[src/rtl/dsp_pkg.sv]
// Shared constants for the DSP slice: default datapath width and the string
// values accepted by the output-stage configuration parameters.
package dsp_pkg;

    localparam int DSP_WIDTH = 48;

    localparam string PATDET_NONE = "NONE";
    localparam string PATDET_ON   = "PATDET";
    localparam string PATDET_OFF  = "NO_PATDET";

    localparam string SEL_PATTERN_PARAM = "PATTERN";
    localparam string SEL_MASK_PARAM    = "MASK";
    localparam string SEL_C             = "C";

    localparam string AUTORESET_NONE      = "NO_RESET";
    localparam string AUTORESET_MATCH     = "RESET_MATCH";
    localparam string AUTORESET_NOT_MATCH = "RESET_NOT_MATCH";

    typedef enum logic [1:0] {
        AR_NONE,
        AR_MATCH,
        AR_NOT_MATCH
    } autoreset_e;

endpackage

[src/rtl/dsp_pattern_detect.sv]
// Masked pattern compare: pd when the value equals the pattern, pbd when it
// equals the inverted pattern; mask bits set to 1 are don't-care.
module dsp_pattern_detect #(
    parameter int WIDTH = 48
) (
    input  logic [WIDTH-1:0] value_i,
    input  logic [WIDTH-1:0] pat_i,
    input  logic [WIDTH-1:0] msk_i,
    output logic             pd_o,
    output logic             pbd_o
);

    assign pd_o  = &(~(value_i ^ pat_i) | msk_i);
    assign pbd_o = &((value_i ^ pat_i) | msk_i);

endmodule

[src/rtl/dsp_output_stage.sv]
// P stage of the DSP slice: result/carry/sign registers, pattern detect flags,
// overflow/underflow derived from past flags, and optional pattern auto-reset.
module dsp_output_stage
    import dsp_pkg::*;
#(
    parameter int               WIDTH              = DSP_WIDTH,
    parameter int               PREG               = 1,
    parameter string            USE_PATTERN_DETECT = PATDET_OFF,
    parameter logic [WIDTH-1:0] PATTERN            = {WIDTH{1'b0}},
    parameter logic [WIDTH-1:0] MASK               = {WIDTH{1'b1}},
    parameter string            SEL_PATTERN        = SEL_PATTERN_PARAM,
    parameter string            SEL_MASK           = SEL_MASK_PARAM,
    parameter string            AUTORESET_PATDET   = AUTORESET_NONE
) (
    input  logic             CLK,
    input  logic             RSTP,
    input  logic             CEP,
    input  logic [WIDTH-1:0] ALU_OUT,
    input  logic             ALU_COUT,
    input  logic             ALU_MULTSIGN,
    input  logic [WIDTH-1:0] C,
    output logic [WIDTH-1:0] P,
    output logic [WIDTH-1:0] PCOUT,
    output logic             CARRYOUT,
    output logic             MULTSIGNOUT,
    output logic             PATTERNDETECT,
    output logic             PATTERNBDETECT,
    output logic             OVERFLOW,
    output logic             UNDERFLOW
);

    localparam bit DetectOn = (USE_PATTERN_DETECT == PATDET_ON);
    localparam bit PatFromC = (SEL_PATTERN == SEL_C);
    localparam bit MskFromC = (SEL_MASK == SEL_C);
    localparam autoreset_e ArMode =
        (AUTORESET_PATDET == AUTORESET_MATCH)     ? AR_MATCH     :
        (AUTORESET_PATDET == AUTORESET_NOT_MATCH) ? AR_NOT_MATCH : AR_NONE;

    logic [WIDTH-1:0] patSel;
    logic [WIDTH-1:0] mskSel;
    logic [WIDTH-1:0] loadValue;
    logic             pdRaw;
    logic             pbdRaw;
    logic             pdNext;
    logic             pbdNext;
    logic             unusedC;

    assign patSel  = PatFromC ? C : PATTERN;
    assign mskSel  = MskFromC ? C : MASK;
    assign unusedC = ^C;

    // Single detector looks at whatever P is about to become (ALU result or auto-reset zero).
    dsp_pattern_detect #(.WIDTH(WIDTH)) uDetect (
        .value_i (loadValue),
        .pat_i   (patSel),
        .msk_i   (mskSel),
        .pd_o    (pdRaw),
        .pbd_o   (pbdRaw)
    );

    assign pdNext  = DetectOn & pdRaw;
    assign pbdNext = DetectOn & pbdRaw;
    assign PCOUT   = P;

    generate
        if (PREG == 1) begin : gReg
            logic [WIDTH-1:0] pQ;
            logic [WIDTH-1:0] pD;
            logic             carryQ, carryD;
            logic             signQ, signD;
            logic             pdQ, pbdQ;
            logic             pdPastQ, pbdPastQ;
            logic             autoReset;

            always_comb begin
                autoReset = 1'b0;
                if (ArMode == AR_MATCH) begin
                    autoReset = pdQ;
                end else if (ArMode == AR_NOT_MATCH) begin
                    autoReset = !pdQ && pdPastQ;
                end
                pD     = autoReset ? '0   : ALU_OUT;
                carryD = autoReset ? 1'b0 : ALU_COUT;
                signD  = autoReset ? 1'b0 : ALU_MULTSIGN;
            end

            assign loadValue = pD;

            // Reset beats enable; past flags capture the flags being replaced.
            always_ff @(posedge CLK) begin
                if (RSTP) begin
                    pQ       <= '0;
                    carryQ   <= 1'b0;
                    signQ    <= 1'b0;
                    pdQ      <= 1'b0;
                    pbdQ     <= 1'b0;
                    pdPastQ  <= 1'b0;
                    pbdPastQ <= 1'b0;
                end else if (CEP) begin
                    pQ       <= pD;
                    carryQ   <= carryD;
                    signQ    <= signD;
                    pdQ      <= pdNext;
                    pbdQ     <= pbdNext;
                    pdPastQ  <= pdQ;
                    pbdPastQ <= pbdQ;
                end
            end

            assign P              = pQ;
            assign CARRYOUT       = carryQ;
            assign MULTSIGNOUT    = signQ;
            assign PATTERNDETECT  = pdQ;
            assign PATTERNBDETECT = pbdQ;
            assign OVERFLOW       = ~pdQ & ~pbdQ & pdPastQ;
            assign UNDERFLOW      = ~pdQ & ~pbdQ & pbdPastQ;
        end else begin : gBypass
            logic unusedCtrl;
            assign unusedCtrl = ^{CLK, RSTP, CEP};

            assign loadValue      = ALU_OUT;
            assign P              = ALU_OUT;
            assign CARRYOUT       = ALU_COUT;
            assign MULTSIGNOUT    = ALU_MULTSIGN;
            assign PATTERNDETECT  = pdNext;
            assign PATTERNBDETECT = pbdNext;
            assign OVERFLOW       = 1'b0;
            assign UNDERFLOW      = 1'b0;
        end
    endgenerate

endmodule

[config.mk]
export PLATFORM = sky130hd
export DESIGN_NAME = dsp_output_stage
export DESIGN_NICKNAME = d
export VERILOG_FILES = /design/src/rtl/dsp_pkg.sv /design/src/rtl/dsp_pattern_detect.sv /design/src/rtl/dsp_output_stage.sv
export SDC_FILE = /design/constraint.sdc
export NUM_CORES = 1
export LEC_CHECK = 0
export BUFFER_PORTS_ARGS = -buffer_cell sky130_fd_sc_hd__buf_4
export CAP_MARGIN = 0
export CORE_UTILIZATION = 37
export DETAILED_ROUTE_END_ITERATION = 6
export PLACE_DENSITY_LB_ADDON = 0.2
export SETUP_SLACK_MARGIN = 0.05
export SLEW_MARGIN = 10
export SYNTH_ARGS = -nofsm -noshare
export SYNTH_HDL_FRONTEND = slang
export SYNTH_HIERARCHICAL = 1
export SYNTH_SLANG_ARGS = --single-unit
[constraint.sdc]
create_clock -name CLK -period 0.8 [get_ports CLK]
set_clock_uncertainty 0.05 [all_clocks]
set_input_delay 0.04 -clock CLK [delete_from_list [all_inputs] [get_ports CLK]]
set_output_delay 0.04 -clock CLK [all_outputs]
set_load 0.01 [all_outputs]
## Yosys cells after proc, flatten, opt, wreduce, memory -nomap -nowiden

Cells that the tools add are included.

- Output and inout bits: 102
- Input bits: 101
- Register bits after elaboration: 50
- Logic and storage cells: 3

## Longest topological paths before layout

- Depth after elaboration: 0
- Depth in mapped cells: 4
- Gate-level depth less buffers: 2

## Least setup slack after synthesis

Ideal clock, no wire load.

- Path kind: input -> register
- Start: input port CEP
- End: register gReg.carryQ, in the netlist CARRYOUT
- Data required time: 622 ps
- Path slack: 105 ps
- Stages: 4
- Arrival time: 517 ps
- Setup time: 128 ps
- Path buffers: 2
- Cells stage by stage: buf_6 buf_8 mux2i_1 nor2_1

RTL lines:

| what | RTL line | RTL |
|---|---|---|
| start: declaration | dsp_output_stage.sv:17 | `input logic CEP,` |
| end signal: assignment | dsp_output_stage.sv:101 | `carryQ <= carryD;` |
| end: declaration | dsp_output_stage.sv:69 | `logic carryQ, carryD;` |

## Final worst setup path

- Start: register gReg.pQ[33], in the netlist P[33]
- End: output port PCOUT[33]

RTL lines:

| what | RTL line | RTL |
|---|---|---|
| start: declaration | dsp_output_stage.sv:67 | `logic [WIDTH-1:0] pQ;` |
| start signal: assignment | dsp_output_stage.sv:100 | `pQ <= pD;` |
| end: declaration | dsp_output_stage.sv:23 | `output logic [WIDTH-1:0] PCOUT,` |

No word-level cell between the ends.

==> summary.md <==
| Metric | Value |
|---|---|
| Post-route minimum period | `888 ps` |
| Yosys top cell area share | `45.6%` |
| DR iter-0 viols | `29` |
| Arr. time, crit path | `800 ps` |
| Max IR drop VDD | `0.000848 V` |
| Finished Cell Area | `4110 um2` |
| Post-synthesis register bit count | `50` |
| Max clock buf depth | `2` |
| Delay-heaviest family, CP | `flip-flops` |
| Mapped Avg Cell Area | `10.2 um2` |
| CTS clk-pin slew, worst paths | `90 ps` |
| Sequential element share of the synthesized area | `45.6%` |
| DP Wirelength | `3.54 mm` |
| Worst path slowest cell | `dfxtp_2` |
| Worst Hold Slack | `-47.3 ps` |
| Largest stage delay on the critical path | `370 ps` |
| GRT Total Usage | `19.6%` |
| Number of diodes | `0` |
| FILL cells | `372` |
| Status | `finished, violations left` |
| Root Buffer | `clkbuf_8` |
| Utilization after layout | `73.3%` |
| Die footprint | `6240 um2` |
| Gate Count Post-Synth | `215` |
| Pleak | `2.21 nW` |
| First-pass GRT wire length | `9.44 mm` |
| Hold Crit Class | `primary input to register` |
| Setup Viol. Count Final | `100` |
| Starting Density | `39.1%` |
| RSZ-0062 raised after global routing | `yes` |
| Placed Instances | `381` |
| Post-synthesis cell type count | `9` |
| Period utilization | `111%` |
| Levels on crit path | `1` |
| Synth area leaders | `dfxtp_1 46%, mux2i_1 23%, buf_4 18%, nor2_1 8.6%, buf_8 3.4%` |
| Hold path depth | `3` |
| Cts bufs inserted | `5` |
| Port buffer count | `150` |
| Clk Latency, worst-skew pair | `300 ps` |
| WP data required | `710 ps` |
| Routed Antenna Nets | `0` |
| DRC errors left | `0` |
| I/O Pins | `203` |
| Detailed-route wire length per cell | `14.3 um` |
| Layout cells sized above 1 | `58.1%` |
| Hold Vio Cnt, Final | `1` |
| Routed WL | `6.25 mm` |
| Cell taking the most area after synthesis | `dfxtp_1` |
| Gr ovfl total | `0` |
| Vias | `1933` |
| Setup tns final | `-6390 ps` |
| Die X | `79.0 um` |
| Area occupied by registers | `1100 um2` |
| Worst setup EP type | `output port` |
| H-tree Lvls | `2` |
| Cell area power density | `1420 nW/um2` |
| Initial antenna violation count | `0` |
| Post-Syn Area | `2190 um2` |
| Multi-input combinational cell area | `703 um2` |
| Critical path, cell by cell | `buf_4` |
| Core Footprint | `5610 um2` |
| Worst setup margin | `-87.7 ps` |
| Vias in the first global route | `1984` |
| Dpl cell area | `3010 um2` |
| Total power | `5.85 mW` |
| Largest net degree at the start of global routing | `28` |
| CTS Sinks | `50` |
| Routability cong. | `0.702` |
| Pre-Repair DR Iteration Count | `3` |
| # nets final | `465` |
| Synth warn | `6` |
| Rows | `27` |
| Vias per cell | `4.42` |
| Cell Count, Final, Fillers Out | `437` |
| Final Max Slew Viols | `0` |
| TritonCTS clock tree | `yes` |
| R2R cell count | `3` |
| Die Height | `79.0 um` |
| Violated checks | `hold timing, setup timing` |
| CP Class | `register to output port` |
| CP Max Fanout | `3` |
| Max Cap Viol | `0` |
| Startpoint types | `register` |
| Fmax | `1.13 GHz` |
| Worst path buffer plus inverter count | `1` |
| Area growth, synth to finish | `87.5%` |
| Cts hold-fix bufs | `49` |
==> final cells by class <==
cell class | count | area share [%]
tap | 72 | 2.19
sequential | 50 | 26.7
multi-input combinational | 104 | 17.1
clock buffer | 5 | 1.67
clock inverter | 3 | 0.517
timing repair buffer | 203 | 51.8
==> where the power goes <==
group / switching (mW) / total, mW / internal [mW]
registers: 0.176 / 2.82 / 2.65
logic: 0.544 / 1.57 / 1.03
clock network: 0.837 / 1.45 / 0.615
total: 1.56 / 5.85 / 4.29
==> cells in the final DEF, fill, tap and decap left out <==
cell,count
buf_12,4
buf_4,53
buf_6,97
clkbuf_8,5
clkinv_2,1
clkinv_4,1
clkinvlp_4,1
conb_1,4
dfxtp_2,36
dfxtp_4,14
dlygate4sd3_1,21
dlymetal6s4s_1,28
mux2i_1,50
nor2_1,50
==> cell usage after synthesis <==
cell type and number:
conb_1 1, nor2_1 50, buf_8 5, mux2i_1 50, buf_6 1, buf_4 52, clkbuf_1 5, dfxtp_1 50
clkbuf_2 1
==> through the flow <==
| step | setup slack, ps | hold WS (ps) |
|---|---|---|
| after global routing | -116 | -34.4 |
| after floorplan | 105 | 137 |
| after detailed placement | -37.0 | 230 |
| final | -87.7 | -47.3 |
| after CTS | -89.0 | -64.2 |
| after global placement | -1.38 | 220 |
==> flip-flops by register name (all words and copies together), names as in the netlist <==
name,flops
P,48
CARRYOUT,1
MULTSIGNOUT,1
==> repair_timing <==
action	CTS	global route
setup endpoints to repair	98	134
setup buffers	3	0
pin swaps	1	33
hold endpoints to repair	50	1
gates resized for setup	140	49
==> routing by layer <==
metal	up-vias	part of all wire (%)	track usage (%)
li1	938	-	-
met1	893	36	19.7
met2	95	54	37.2
met3	7	9.8	7.59
met4	0	1.0	4.73
met5	-	0	0
==> final timing paths <==
kind                                          from                  to  slack, ps
worst max-delay path            P[33]$_SDFFE_PP0P_           PCOUT[33]        -90
worst min register to register   P[5]$_SDFFE_PP0P_   P[5]$_SDFFE_PP0P_        480
worst min-delay path                   ALU_OUT[36]  P[36]$_SDFFE_PP0P_        -50
worst max register to register  P[36]$_SDFFE_PP0P_  P[36]$_SDFFE_PP0P_        -30
==> cell families after synthesis <==
family / Yosys count / share of synthesized area [%]
muxes: 50 / 22.8
and+or+nand+nor: 50 / 8.56
buffers and inverters: 64 / 22.8
DFF: 50 / 45.6
other: 1 / 0.171
(Power assumes the default switching activity.)
